`src/rtl/mips_seq_alu.sv`:
```
// mips_seq_alu: MIPS R-type ALU, 1-cycle arith/logic/shift; mult (and div/divu when MIPS_SEQ_ALU_DIV_EN is defined) iterate WIDTH cycles into HI/LO.
// Latency 1 cycle (WIDTH+1 for mult/div); start is ignored while busy, no queueing.
module mips_seq_alu #(
  parameter int WIDTH   = 32,
  parameter int SHAMT_W = $clog2(WIDTH)
) (
  input  logic               clk,
  input  logic               rst,
  input  logic               start,
  input  logic [5:0]         opcode,
  input  logic [5:0]         funct,
  input  logic [WIDTH-1:0]   inp1,
  input  logic [WIDTH-1:0]   inp2,
  input  logic [SHAMT_W-1:0] shamt,
  output logic [WIDTH-1:0]   out,
  output logic               ovf,
  output logic [WIDTH-1:0]   hi,
  output logic [WIDTH-1:0]   lo,
  output logic               busy,
  output logic               done
);
  localparam int MSB = WIDTH - 1;
  localparam logic [SHAMT_W-1:0] LAST = SHAMT_W'(WIDTH - 1);
  localparam logic [5:0] F_SLL = 6'b000000, F_SRL = 6'b000010, F_SRA = 6'b000011,
                         F_SLLV = 6'b000100, F_SRLV = 6'b000110, F_SRAV = 6'b000111,
                         F_MFHI = 6'b010000, F_MFLO = 6'b010010,
                         F_MULT = 6'b011000, F_MULTU = 6'b011001,
                         F_DIV = 6'b011010, F_DIVU = 6'b011011,
                         F_ADD = 6'b100000, F_ADDU = 6'b100001, F_SUB = 6'b100010, F_SUBU = 6'b100011,
                         F_AND = 6'b100100, F_OR = 6'b100101, F_XOR = 6'b100110, F_NOR = 6'b100111,
                         F_SLT = 6'b101010, F_SLTU = 6'b101011;

  typedef enum logic [1:0] {S_IDLE, S_MUL, S_DIV} state_t;

  state_t               state_q, state_d;
  logic [WIDTH-1:0]     out_q, out_d, hi_q, hi_d, lo_q, lo_d, mcand_q, mcand_d;
  logic                 ovf_q, ovf_d, done_q, done_d, neg_q, neg_d;
  logic [SHAMT_W-1:0]   cnt_q, cnt_d;
  logic [2*WIDTH-1:0]   prod_q, prod_d, prod_step;
  logic [WIDTH:0]       psum;
  logic [WIDTH-1:0]     add_r, sub_r, mag1, mag2;
  logic                 sgn;

  assign add_r = inp1 + inp2;
  assign sub_r = inp1 - inp2;
  // funct[0]=0 selects the signed variant for both mult and div
  assign sgn   = ~funct[0];
  assign mag1  = (sgn && inp1[MSB]) ? -inp1 : inp1;
  assign mag2  = (sgn && inp2[MSB]) ? -inp2 : inp2;

  // prod_q holds {partial sum, remaining multiplier bits}; shift right one bit per cycle
  assign psum      = {1'b0, prod_q[2*WIDTH-1:WIDTH]} + {1'b0, (prod_q[0] ? mcand_q : {WIDTH{1'b0}})};
  assign prod_step = {psum, prod_q[WIDTH-1:1]};

`ifdef MIPS_SEQ_ALU_DIV_EN
  // Divide reuses prod_q as {remainder, dividend/quotient} and mcand_q as divisor
  logic                 rneg_q, rneg_d, qbit;
  logic [WIDTH:0]       rem_shift;
  logic [WIDTH-1:0]     rem_diff;
  logic [2*WIDTH-1:0]   div_step;

  assign rem_shift = {prod_q[2*WIDTH-1:WIDTH], prod_q[WIDTH-1]};
  assign qbit      = rem_shift >= {1'b0, mcand_q};
  assign rem_diff  = rem_shift[WIDTH-1:0] - mcand_q;
  assign div_step  = {(qbit ? rem_diff : rem_shift[WIDTH-1:0]), prod_q[WIDTH-2:0], qbit};
`endif

  always_comb begin
    state_d = state_q;
    out_d   = out_q;
    ovf_d   = ovf_q;
    hi_d    = hi_q;
    lo_d    = lo_q;
    done_d  = 1'b0;
    cnt_d   = cnt_q;
    prod_d  = prod_q;
    mcand_d = mcand_q;
    neg_d   = neg_q;
`ifdef MIPS_SEQ_ALU_DIV_EN
    rneg_d  = rneg_q;
`endif
    case (state_q)
      S_IDLE: if (start) begin
        done_d = 1'b1;
        out_d  = '0;
        ovf_d  = 1'b0;
        cnt_d  = '0;
        if (opcode == 6'b000000) begin
          case (funct)
            F_ADD:   begin
              out_d = add_r;
              ovf_d = (inp1[MSB] == inp2[MSB]) && (add_r[MSB] != inp1[MSB]);
            end
            F_ADDU:  out_d = add_r;
            F_SUB:   begin
              out_d = sub_r;
              ovf_d = (inp1[MSB] != inp2[MSB]) && (sub_r[MSB] != inp1[MSB]);
            end
            F_SUBU:  out_d = sub_r;
            F_AND:   out_d = inp1 & inp2;
            F_OR:    out_d = inp1 | inp2;
            F_XOR:   out_d = inp1 ^ inp2;
            F_NOR:   out_d = ~(inp1 | inp2);
            F_SLT:   out_d = {{(WIDTH-1){1'b0}}, $signed(inp1) < $signed(inp2)};
            F_SLTU:  out_d = {{(WIDTH-1){1'b0}}, inp1 < inp2};
            F_SLL:   out_d = inp2 << shamt;
            F_SRL:   out_d = inp2 >> shamt;
            F_SRA:   out_d = $signed(inp2) >>> shamt;
            F_SLLV:  out_d = inp2 << inp1[SHAMT_W-1:0];
            F_SRLV:  out_d = inp2 >> inp1[SHAMT_W-1:0];
            F_SRAV:  out_d = $signed(inp2) >>> inp1[SHAMT_W-1:0];
            F_MFHI:  out_d = hi_q;
            F_MFLO:  out_d = lo_q;
            F_MULT, F_MULTU: begin
              state_d = S_MUL;
              done_d  = 1'b0;
              out_d   = out_q;
              ovf_d   = ovf_q;
              mcand_d = mag1;
              prod_d  = {{WIDTH{1'b0}}, mag2};
              neg_d   = sgn & (inp1[MSB] ^ inp2[MSB]);
            end
`ifdef MIPS_SEQ_ALU_DIV_EN
            F_DIV, F_DIVU: begin
              state_d = S_DIV;
              done_d  = 1'b0;
              out_d   = out_q;
              ovf_d   = ovf_q;
              mcand_d = mag2;
              prod_d  = {{WIDTH{1'b0}}, mag1};
              // a zero divisor must leave the all-ones quotient un-negated
              neg_d   = sgn & (inp1[MSB] ^ inp2[MSB]) & (|inp2);
              rneg_d  = sgn & inp1[MSB];
            end
`endif
            default: ;
          endcase
        end
      end
      S_MUL: begin
        prod_d = prod_step;
        cnt_d  = cnt_q + SHAMT_W'(1);
        if (cnt_q == LAST) begin
          state_d      = S_IDLE;
          done_d       = 1'b1;
          {hi_d, lo_d} = neg_q ? -prod_step : prod_step;
        end
      end
`ifdef MIPS_SEQ_ALU_DIV_EN
      S_DIV: begin
        prod_d = div_step;
        cnt_d  = cnt_q + SHAMT_W'(1);
        if (cnt_q == LAST) begin
          state_d = S_IDLE;
          done_d  = 1'b1;
          lo_d    = neg_q  ? -div_step[WIDTH-1:0] : div_step[WIDTH-1:0];
          hi_d    = rneg_q ? -div_step[2*WIDTH-1:WIDTH] : div_step[2*WIDTH-1:WIDTH];
        end
      end
`endif
      default: state_d = S_IDLE;
    endcase
  end

  always_ff @(posedge clk or posedge rst) begin
    if (rst) begin
      state_q <= S_IDLE;
      out_q   <= '0;
      ovf_q   <= 1'b0;
      hi_q    <= '0;
      lo_q    <= '0;
      done_q  <= 1'b0;
      cnt_q   <= '0;
      prod_q  <= '0;
      mcand_q <= '0;
      neg_q   <= 1'b0;
`ifdef MIPS_SEQ_ALU_DIV_EN
      rneg_q  <= 1'b0;
`endif
    end else begin
      state_q <= state_d;
      out_q   <= out_d;
      ovf_q   <= ovf_d;
      hi_q    <= hi_d;
      lo_q    <= lo_d;
      done_q  <= done_d;
      cnt_q   <= cnt_d;
      prod_q  <= prod_d;
      mcand_q <= mcand_d;
      neg_q   <= neg_d;
`ifdef MIPS_SEQ_ALU_DIV_EN
      rneg_q  <= rneg_d;
`endif
    end
  end

  assign out  = out_q;
  assign ovf  = ovf_q;
  assign hi   = hi_q;
  assign lo   = lo_q;
  assign busy = (state_q != S_IDLE);
  assign done = done_q;
endmodule

```
`config.mk`:
```
export PLATFORM = sky130hd
export DESIGN_NAME = mips_seq_alu
export DESIGN_NICKNAME = d
export VERILOG_FILES = /design/src/rtl/mips_seq_alu.sv
export SDC_FILE = /design/constraint.sdc
export NUM_CORES = 1
export LEC_CHECK = 0
export ABC_AREA = 1
export CELL_PAD_IN_SITES_DETAIL_PLACEMENT = 1
export CELL_PAD_IN_SITES_GLOBAL_PLACEMENT = 2
export CORE_ASPECT_RATIO = 0.75
export CORE_MARGIN = 1
export CORE_UTILIZATION = 32
export DETAILED_ROUTE_END_ITERATION = 10
export PLACE_DENSITY = 0.88
export SLEW_MARGIN = 20
export SYNTH_ARGS = -nofsm -noshare
export SYNTH_HDL_FRONTEND = slang
export SYNTH_SLANG_ARGS = --single-unit
```
`constraint.sdc`:
```
create_clock -name clk -period 8.2 [get_ports clk]
set_input_delay 1.23 -clock clk [delete_from_list [all_inputs] [get_ports clk]]
set_output_delay 1.23 -clock clk [all_outputs]
set_load 0.01 [all_outputs]
```
# Word level (Yosys, flattened, before mapping)
# Index checks and enable logic that the tools add are counted.
# totals
regBits	202
in_bits	84
output_inout_bits	99
# op_classes
n_addsub	7
order_cmp	2
n_eq_ne	30
shift	6
n_mux	24
n_bitwise	7
reduce_logical	18
# op_table
operator	count
case mux 32 bit (17 select lines)	1
two-way mux 64 bit	4
two-way mux 32 bit	4
case mux 64 bit (2 select lines)	1
less-than comparator 32 bit	2
negation 32 bit	2
negation 64 bit	1
left shift 32 x 5 -> 32 bit	2
right shift 32 x 5 -> 32 bit	2
>>> shifter 32 x 5 -> 32 bit	2
equality test 6 bit, second input constant	10
adder 32 x 32 -> 33 bit	1
adder 32 bit	1
bitwise AND 32 bit	1
inverter 32 bit	1
bitwise OR 32 bit	1
subtractor 32 bit	1
XOR 32 bit	1
equality test 6 x 5 -> 1 bit, second input constant	4
equality test 6 x 3 -> 1 bit, second input constant	3
equality test 6 x 2 -> 1 bit, second input constant	2
logical NOT 6 bit	2
AND reduction 4 bit	3
case mux 5 bit (2 select lines)	1
other kinds (22)	41

# Logic depth before layout (Yosys ltp)
# Gate-level depths: netlist of run 1.
# depth
ltp_word	7
mapped_depth	25
mapped_depth_nobuf	24

# Worst setup path before layout of run 1
# OpenSTA, ideal clock, no wires.
# synth_timing
path_type	input -> register
start	input inp2[3]
end	register out_q[24] (netlist: out[24])
setup_time_ps	117
arrival_ps	3463
setup_slack_ps	4621
stages	16
path_buffers	2
cell_sequence	clkbuf_1 -> inv_1 -> ha_1 -> buf_2 -> inv_1 -> o21ai_0 -> a21oi_1 -> o21ai_0 -> nand2_1 -> nand2_1 -> a21boi_0 -> or2_2 -> nand3_1 -> nand3_1 -> nand2_1 -> nand2_1
# synth_between
elab_chain_len	3
elab_cells_between_ends	10
cone_classes	add/sub: 2; shift: 6; mux: 2
# synth_lines
item	line	source
from (decl)	13	input logic [WIDTH-1:0] inp2,
subtractor 32 bit, or another cell as far along	45	assign sub_r = inp1 - inp2;
case mux 32 bit (17 select lines) (*)	89	case (funct)
two-way mux 32 bit (*)	88	if (opcode == 6'b000000) begin
to (signal assigned)	182	out_q <= out_d;
to (decl)	36	logic [WIDTH-1:0] out_q, out_d, hi_q, hi_d, lo_q, lo_d, mcand_q, mcand_d;
# Every way passes the cells marked *; elsewhere a longest branch is shown, timed or not.
# A chain may end at the register's enable or synchronous reset.

# Final worst setup path of run 1
# layout_timing
start	input funct[5]
end	register out_q[14] (netlist: out[14])
# layout_between
elab_chain_len	4
elab_cells_between_ends	27
cone_classes	eq/ne: 20; mux: 2; reduce/logical: 5
# layout_lines
item	line	source
from (decl)	11	input logic [5:0] funct,
equality test 6 x 5 -> 1 bit or equality test 6 bit (tied branches)	89	
OR reduction 2 bit (on tied branches)	n/a	
case mux 32 bit (17 select lines) or inequality test 2 bit (tied branches)	n/a	
two-way mux 32 bit or AND reduction 3 bit (tied branches)	n/a	
# Several ways; a longest one is shown, not always the timed one.

==> parameters.txt, run 1 <==
Parameter                              Value

Worst hold path
  Number of cells traversed by the worst hold path ... 2
  Worst hold path startpoint ... out[21]
  Worst min-delay path endpoint ... out[21]
  Hold crit path type ... reg2reg

Logic synthesis
  Cell types occupying the most area after synthesis ... nand2_1 (20%), dfrtp_1 (20%), nand3_1 (11%)
  Most used standard cells in the synthesized netlist ... nand2_1 (1368), nand3_1 (555), inv_1 (455), nor2_1 (347), o21ai_0 (320)
  Predominant post-synthesis flop cell ... dfrtp_1
  Library cells used by synthesis ... 62
  Post-synth design cell area ... roughly 0.025 mm2
  Number of flops mapped to enable cells by yosys ... 0
  XOR/XNOR Fraction of Synth Area ... 0.0294
  Share of synthesized area occupied by flip-flops and latches ... 0.199
  Cell with the most instances after synthesis ... nand2_1
  Synth top area share ... 0.203
  Async set-or-reset flop fraction in the synthesized netlist ... 1.00
  Largest family of logic cells by synthesized area ... simple AND/OR/NAND/NOR gates
  Proportion of synthesized area in mux cells ... 0.000395
  Most area-hungry cell type in the Yosys netlist ... nand2_1
  Simple-Gate Fraction of Synth Area ... 0.415
  Mapped Cells ... 4352
  Syn. warnings ... 0
  Adder-cell share of the synthesized area ... 0.0686
  Flip-flop and latch count after synthesis ... around 200
  Post-Syn Area per Cell ... 5.82 um2
  Complex-gate fraction of the synthesized area ... 0.180
  Net count after synthesis ... 4573

Setup path
  Crit end category ... flip-flop
  Biggest fanout along the worst timing path ... 23
  Most prevalent standard cell on the critical path ... inv_1
  Worst path required time ... 8.75 ns
  Startpoint Class ... input port
  Stage delay of the slowest cell on the critical path ... approximately 0.93 ns
  Series of cell instances along the critical path ... clkdlybuf4s50_1 > inv_1 > nor2_2 > inv_1 > nor2_1 > nand2_1 > inv_1 > nor4_1 > a41oi_2 > buf_4 > o21ai_1 > nand2_1
  Cell at the slowest stage of the critical path ... inv_1
  Number of buffer and inverter instances along the worst setup path ... 5
  Arrival time at the worst endpoint ... 5.67 ns
  Critical path's top delay family ... buffers and inverters
  Number of cells on the worst reg-to-reg path ... 19
  Slack of the worst reg-to-reg path ... 3.84 ns
  Crit Path Class ... in2reg
  Reg2reg end ... hi[21]
  Beginning of the worst register-to-register path ... prod_q[0]

Clock tree
  CTS H-Tree Depth ... 1
  CTS resizes ... 0
  TritonCTS clock tree ... done
  Number of setup buffers added after CTS ... 0
  Worst skew pair latency ... 0.63 ns
  Post-CTS Hold Fix Bufs ... 0
  Clock transition at the register clock pins on the worst setup and hold paths after CTS ... 0.06 ns
  Total clock buffers created by CTS ... 27
  CTS Sinks ... 201
  Clock tree root driver cell ... clkbuf_16
  Maximum clock path buffer count ... 3

Floorplan
  Row count ... 88
  Placeable core region ... between 0.07 and 0.08 mm2
  Boundary pin count ... about 180
  Area of the die ... roughly 0.08 mm2
  Die width ... roughly 330 um
  Starting utilization of the core area ... 0.326
  Y dimension of the die ... roughly 250 um

Detailed routing
  Drt wl/cell ... 28.3 um
  Count of vias placed by the detailed router ... 32400
  Number of vias per cell ... 5.89
  Routed Wire Length ... 155000 um
  Count of nets left with antenna violations after detail routing ... 0
  DRC errors left ... 0
  Number of detailed-routing iterations run before antenna repair ... 6
  Initial drt markers ... about 4400

Finish
  Number of nets in the layout ... roughly 4600
  Synth-to-Final Area Change ... 14.3%
  Share of cells above drive strength 1 ... 0.0452

Job
  Reported max-cap violation count ... 0

Run status
  Run status ... finished clean

Power and ir drop
  Leakage power figure ... 0.0146 uW
  Power per standard cell area ... 119 mW/mm2
  IR Drop Worst-Case VDD ... 0.000151 V
  Power, Total ... 3460 uW

GRT
  Via count of the first global-routing pass ... 30300
  First-pass GRT wire length ... between 200000 and 250000 um
  Antenna violations before repair ... 16
  Aggregate global routing overflow ... 0
  Total track usage ... 0.375
  Largest net degree at the start of global routing ... 110

Placed design
  Total half-perimeter wirelength after legalization and detailed placement ... 123000 um
  Count of input and output buffers ... 182
  Weighted congestion at the end of routability-driven global placement ... 1.09
  Minimum setup slack after placement ... roughly 2.6 ns

STA
  Final setup viols ... 0
  Headroom to the max-slew limit ... 0.222
  Hold_ws ... 0.480 ns
  Setup TNS ... 0 ns
  Final hold violation count ... 0
  Number of max-slew violations in the final report ... 0
  Final Critical Period ... 5.13 ns
  Fmax ... 0.195 GHz
  Clock Skews ... 0.0315 ns
  PnR worst setup slack ... 3.07 ns
  Slew @ Worst Pin ... 1.16 ns
  Post-route clock period utilization ... 0.625
  Unrepaired setup endpoints after global routing ... no
==> how the worst max path moves through the flow <==
| stage | slack, ns | startpoint | depth (start not counted) | to |
|---|---|---|---|---|
| CTS | 3.24 | funct[5] | 12 | out[2] |
| global route | 2.85 | funct[5] | 12 | out[2] |
| global placement | 2.78 | funct[5] | 12 | out[7] |
| finish | 3.07 | funct[5] | 12 | out[14] |
| floorplan | 1.49 | rst | 1 | cnt_q[0] |
| detailed placement | 2.60 | funct[5] | 12 | out[7] |
==> power breakdown <==
group          total, uW  internal (uW)  switching (uW)
logic               1160            295             861
clock network       1290            721             565
registers           1010           1000            10.6
total               3460           2020            1440
==> cell type report <==
type | instances | area, um2
Fill cell | 10400 | 48700
Multi-Input combinational cell | 3475 | 17600
Sequential cell | 201 | 5030
Timing Repair Buffer | 248 | 2320
Inverter | 473 | 1780
Tap cell | 1035 | 1290
Clock buffer | 36 | 759
Clock inverter | 13 | 154
Antenna cell | 9 | 22.5
==> through the flow <==
| stage | instances | utilization | area, um2 |
|---|---|---|---|
| after detailed placement | 5432 | 0.361 | 28000 |
| after CTS | 5481 | 0.372 | 28900 |
| after global routing | 5481 | 0.372 | 28900 |
| after global placement | 5432 | 0.361 | 28000 |
| final | 5490 | 0.373 | 28900 |
| after floorplan | 4352 | - | 25300 |
==> registers in the layout (all words and copies together), names as in the netlist <==
name and count:
out 32, lo 32, done 1, mcand_q 32, state_q 1, ovf 1, prod_q 64, cnt_q 5
hi 32, neg_q 1
==> worst reg2reg max path, stage by stage, from the launching register on <==
cell and delay (ns):
dfrtp_2 0.78, nand2_1 0.16, inv_1 0.10, ha_1 0.30, fa_1 0.37, nand2_1 0.12
nand3_1 0.12, nand3_1 0.11, nand2_1 0.24, nand2_1 0.14, nand2_1 0.22, nand2_1 0.08
nand2_1 0.18, nand2_1 0.17, inv_1 0.10, nand2_1 0.08, o21ai_1 0.54, nand3_1 0.15
nand3_1 0.15, o21ai_0 0.10
==> per-layer routing <==
metal  global-route usage  wire [um]  vias to the layer above
met1                0.539      68500                    15800
met5                    0         46                        -
met2                0.503      59300                     1744
li1                     -          -                    14500
met3                0.148      21800                      272
met4                0.114       5520                        8
==> layout by cell type (no fill, tap or decap), types with 13 or more instances in the layout <==
| cell | Yosys | layout |
|---|---|---|
| or2_1 | 17 | 17 |
| inv_1 | 455 | 453 |
| nor2_1 | 347 | 343 |
| nand4_1 | 60 | 60 |
| clkbuf_16 | 0 | 27 |
| nand2_1 | 1368 | 1367 |
| or2_2 | 23 | 23 |
| xor2_1 | 80 | 80 |
| nor3_1 | 43 | 43 |
| ha_1 | 134 | 134 |
| o21ai_0 | 320 | 319 |
| a21oi_1 | 184 | 184 |
| buf_4 | 6 | 66 |
| o21ai_1 | 53 | 53 |
| clkdlybuf4s50_1 | 0 | 182 |
| nand3_1 | 555 | 555 |
| a211oi_1 | 13 | 13 |
| o22ai_1 | 20 | 20 |
| o211ai_1 | 87 | 87 |
| dfrtp_1 | 201 | 199 |
==> logic make-up after synthesis <==
group / count (synthesis)
simple gates: 2472
compound gates: 780
buf+inv: 676
flops: 201
fa+ha+maj: 137
xor+xnor: 85
mux: 1
Power figures use the tool's default switching activity.
==> run 2: changes to the inputs <==
clock period = 4.75 ns   (was 8.2 ns; I/O delays follow)
==> parameters.txt, run 2 (same netlist as run 1, synthesis figures left out) <==
Parameter                              Value

Clock tree
  CTS H-Tree Depth ... 1
  Maximum clock path buffer count ... 3
  CTS resizes ... 0
  TritonCTS clock tree ... done
  Post-CTS Hold Fix Bufs ... 0
  Clock transition at the register clock pins on the worst setup and hold paths after CTS ... 0.07 ns
  Clock tree root driver cell ... clkbuf_16
  CTS Sinks ... 201
  Worst skew pair latency ... 0.59 ns
  Total clock buffers created by CTS ... 25
  Number of setup buffers added after CTS ... 0

Detailed routing
  Count of vias placed by the detailed router ... 33600
  DR WL met2 ... 62400 um
  Detailed-route wire length on metal 1 ... 74800 um
  Number of vias per cell ... 5.95
  DRC errors left ... 0
  Met3 wire length ... 24500 um
  Count of nets left with antenna violations after detail routing ... 0
  Routed Wire Length ... 168000 um
  Drt wl/cell ... 29.8 um
  Top layer reached by signal wires ... met5
  Number of detailed-routing iterations run before antenna repair ... 6
  Initial drt markers ... 4845

Placed design
  Weighted congestion at the end of routability-driven global placement ... between 1 and 1.5
  Minimum setup slack after placement ... between 0.09 and 0.1 ns
  Total half-perimeter wirelength after legalization and detailed placement ... 137000 um
  Cell total after placement ... 5591
  Count of input and output buffers ... 182

Finish
  Synth-to-Final Area Change ... 19.1%
  Final core occ ... 0.388
  Most common cell after layout, fill and taps aside ... nand2_1
  Number of nets in the layout ... a little under 5000
  Largest reg by FF count ... prod_q
  Number of flip-flops in the largest register ... 64
  Most used cells in the layout excluding fill and tap cells ... nand2_1 (1367), nand3_1 (555), inv_1 (453)
  Share of cells above drive strength 1 ... 0.0774
  Non-filler cells in the finished layout ... 5643

Power and ir drop
  Logic pwr share ... 0.358
  Power per standard cell area ... between 200 and 250 mW/mm2
  Leakage power figure ... ~0.015 uW
  Share of power burned in the clock network ... 0.359
  Internal power component ... between 3000 and 4000 uW
  Sw power ... ~2500 uW
  Share of total power in sequential cells ... 0.283
  Sw frac ... 0.412
  IR Drop Worst-Case VDD ... 0.000227 V

STA
  Number of max-slew violations in the final report ... 0
  Unrepaired setup endpoints after global routing ... no
  Headroom to the max-slew limit ... 0.197
  Clock Skews ... 0.0214 ns
  Fmax ... around 0.22 GHz
  Final hold violation count ... 0
  Post-route clock period utilization ... 0.940
  Slew @ Worst Pin ... 1.19 ns
  Final Critical Period ... 4.47 ns
  Final setup viols ... 0
  Setup TNS ... 0 ns
  PnR worst setup slack ... ~0.28 ns

GRT
  First-pass GRT wire length ... 235000 um
  Aggregate global routing overflow ... 0
  Via count of the first global-routing pass ... 31300
  Total track usage ... 0.406
  Antenna violations before repair ... 6
  Largest net degree at the start of global routing ... about 130

Job
  Reported max-cap violation count ... 0

Setup path
  Arrival time at the worst endpoint ... 4.98 ns
  Biggest fanout along the worst timing path ... 7
  Startpoint Class ... input port
  Worst path required time ... about 5.3 ns
  Crit Path Class ... in2reg
  Crit end category ... flip-flop

Floorplan
  Area of the die ... approximately 0.080 mm2
  Placeable core region ... approximately 0.078 mm2
  Starting utilization of the core area ... 0.326
  Row count ... between 80 and 90
  Y dimension of the die ... 246 um
  Boundary pin count ... roughly 180
  Die width ... 327 um

Run status
  Run status ... finished clean

Worst hold path
  Hold crit path type ... in2async
## run 2: worst max-delay path, cell delays in order
cell and delay (ns):
clkdlybuf4s50_1 0.56, inv_1 0.15, buf_4 0.21, nand3_1 0.12, nor3_1 0.36, nand3_1 0.28
nor3_2 0.53, nand3_1 0.28, nor3_2 0.27, nand4_1 0.52, o21ai_0 0.52, nand3_1 0.33
nand2_1 0.13
## run 2: worst paths after layout
path | from | to | slack, ns | cells after the start
min in group clk | out[15] | out[15] | 0.48 | 2
max reg2reg | prod_q[0] | hi[22] | 0.45 | 20
max | inp1[0] | mcand_q[31] | 0.28 | 13
min reg2reg | out[15] | out[15] | 0.48 | 2
min | rst | prod_q[51] | 0.41 | 2
max in group asynchronous | rst | state_q[0] | 3.31 | 3
## run 2: metrics by stage
stage,hold slack [ns],power [uW],area (um2)
2_1_floorplan,0.447,2910,25300
3_3_place_gp,0.469,3850,29200
3_5_place_dp,0.469,3850,29200
4_1_cts,0.402,6060,30100
5_1_grt,0.427,6340,30100
6_report,0.413,6180,30200
## run 2: power by group through the flow
stage / clock network (uW) / logic (uW) / registers, uW
after CTS: 2230 / 2090 / 1750
after floorplan: 0 / 1130 / 1770
final: 2220 / 2210 / 1750
after global placement: 0 / 2070 / 1780
after detailed placement: 0 / 2070 / 1780
after global routing: 2280 / 2310 / 1750
## run 2: metal layers
metal | track usage | vias to the layer above
met5 | 0 | -
met4 | 0.129 | 12
met3 | 0.166 | 283
met2 | 0.524 | 1979
met1 | 0.594 | 16500
li1 | - | 14800
## run 2: area by class of cell
cell class	count	area (um2)
diodes	6	15.0
well taps	1035	1290
repair buffers	407	3570
fillers	10500	47500
inverters	473	1780
clock buffers	30	674
multi-input cells	3475	17600
flip-flops and latches	201	5030
clock inverters	16	226
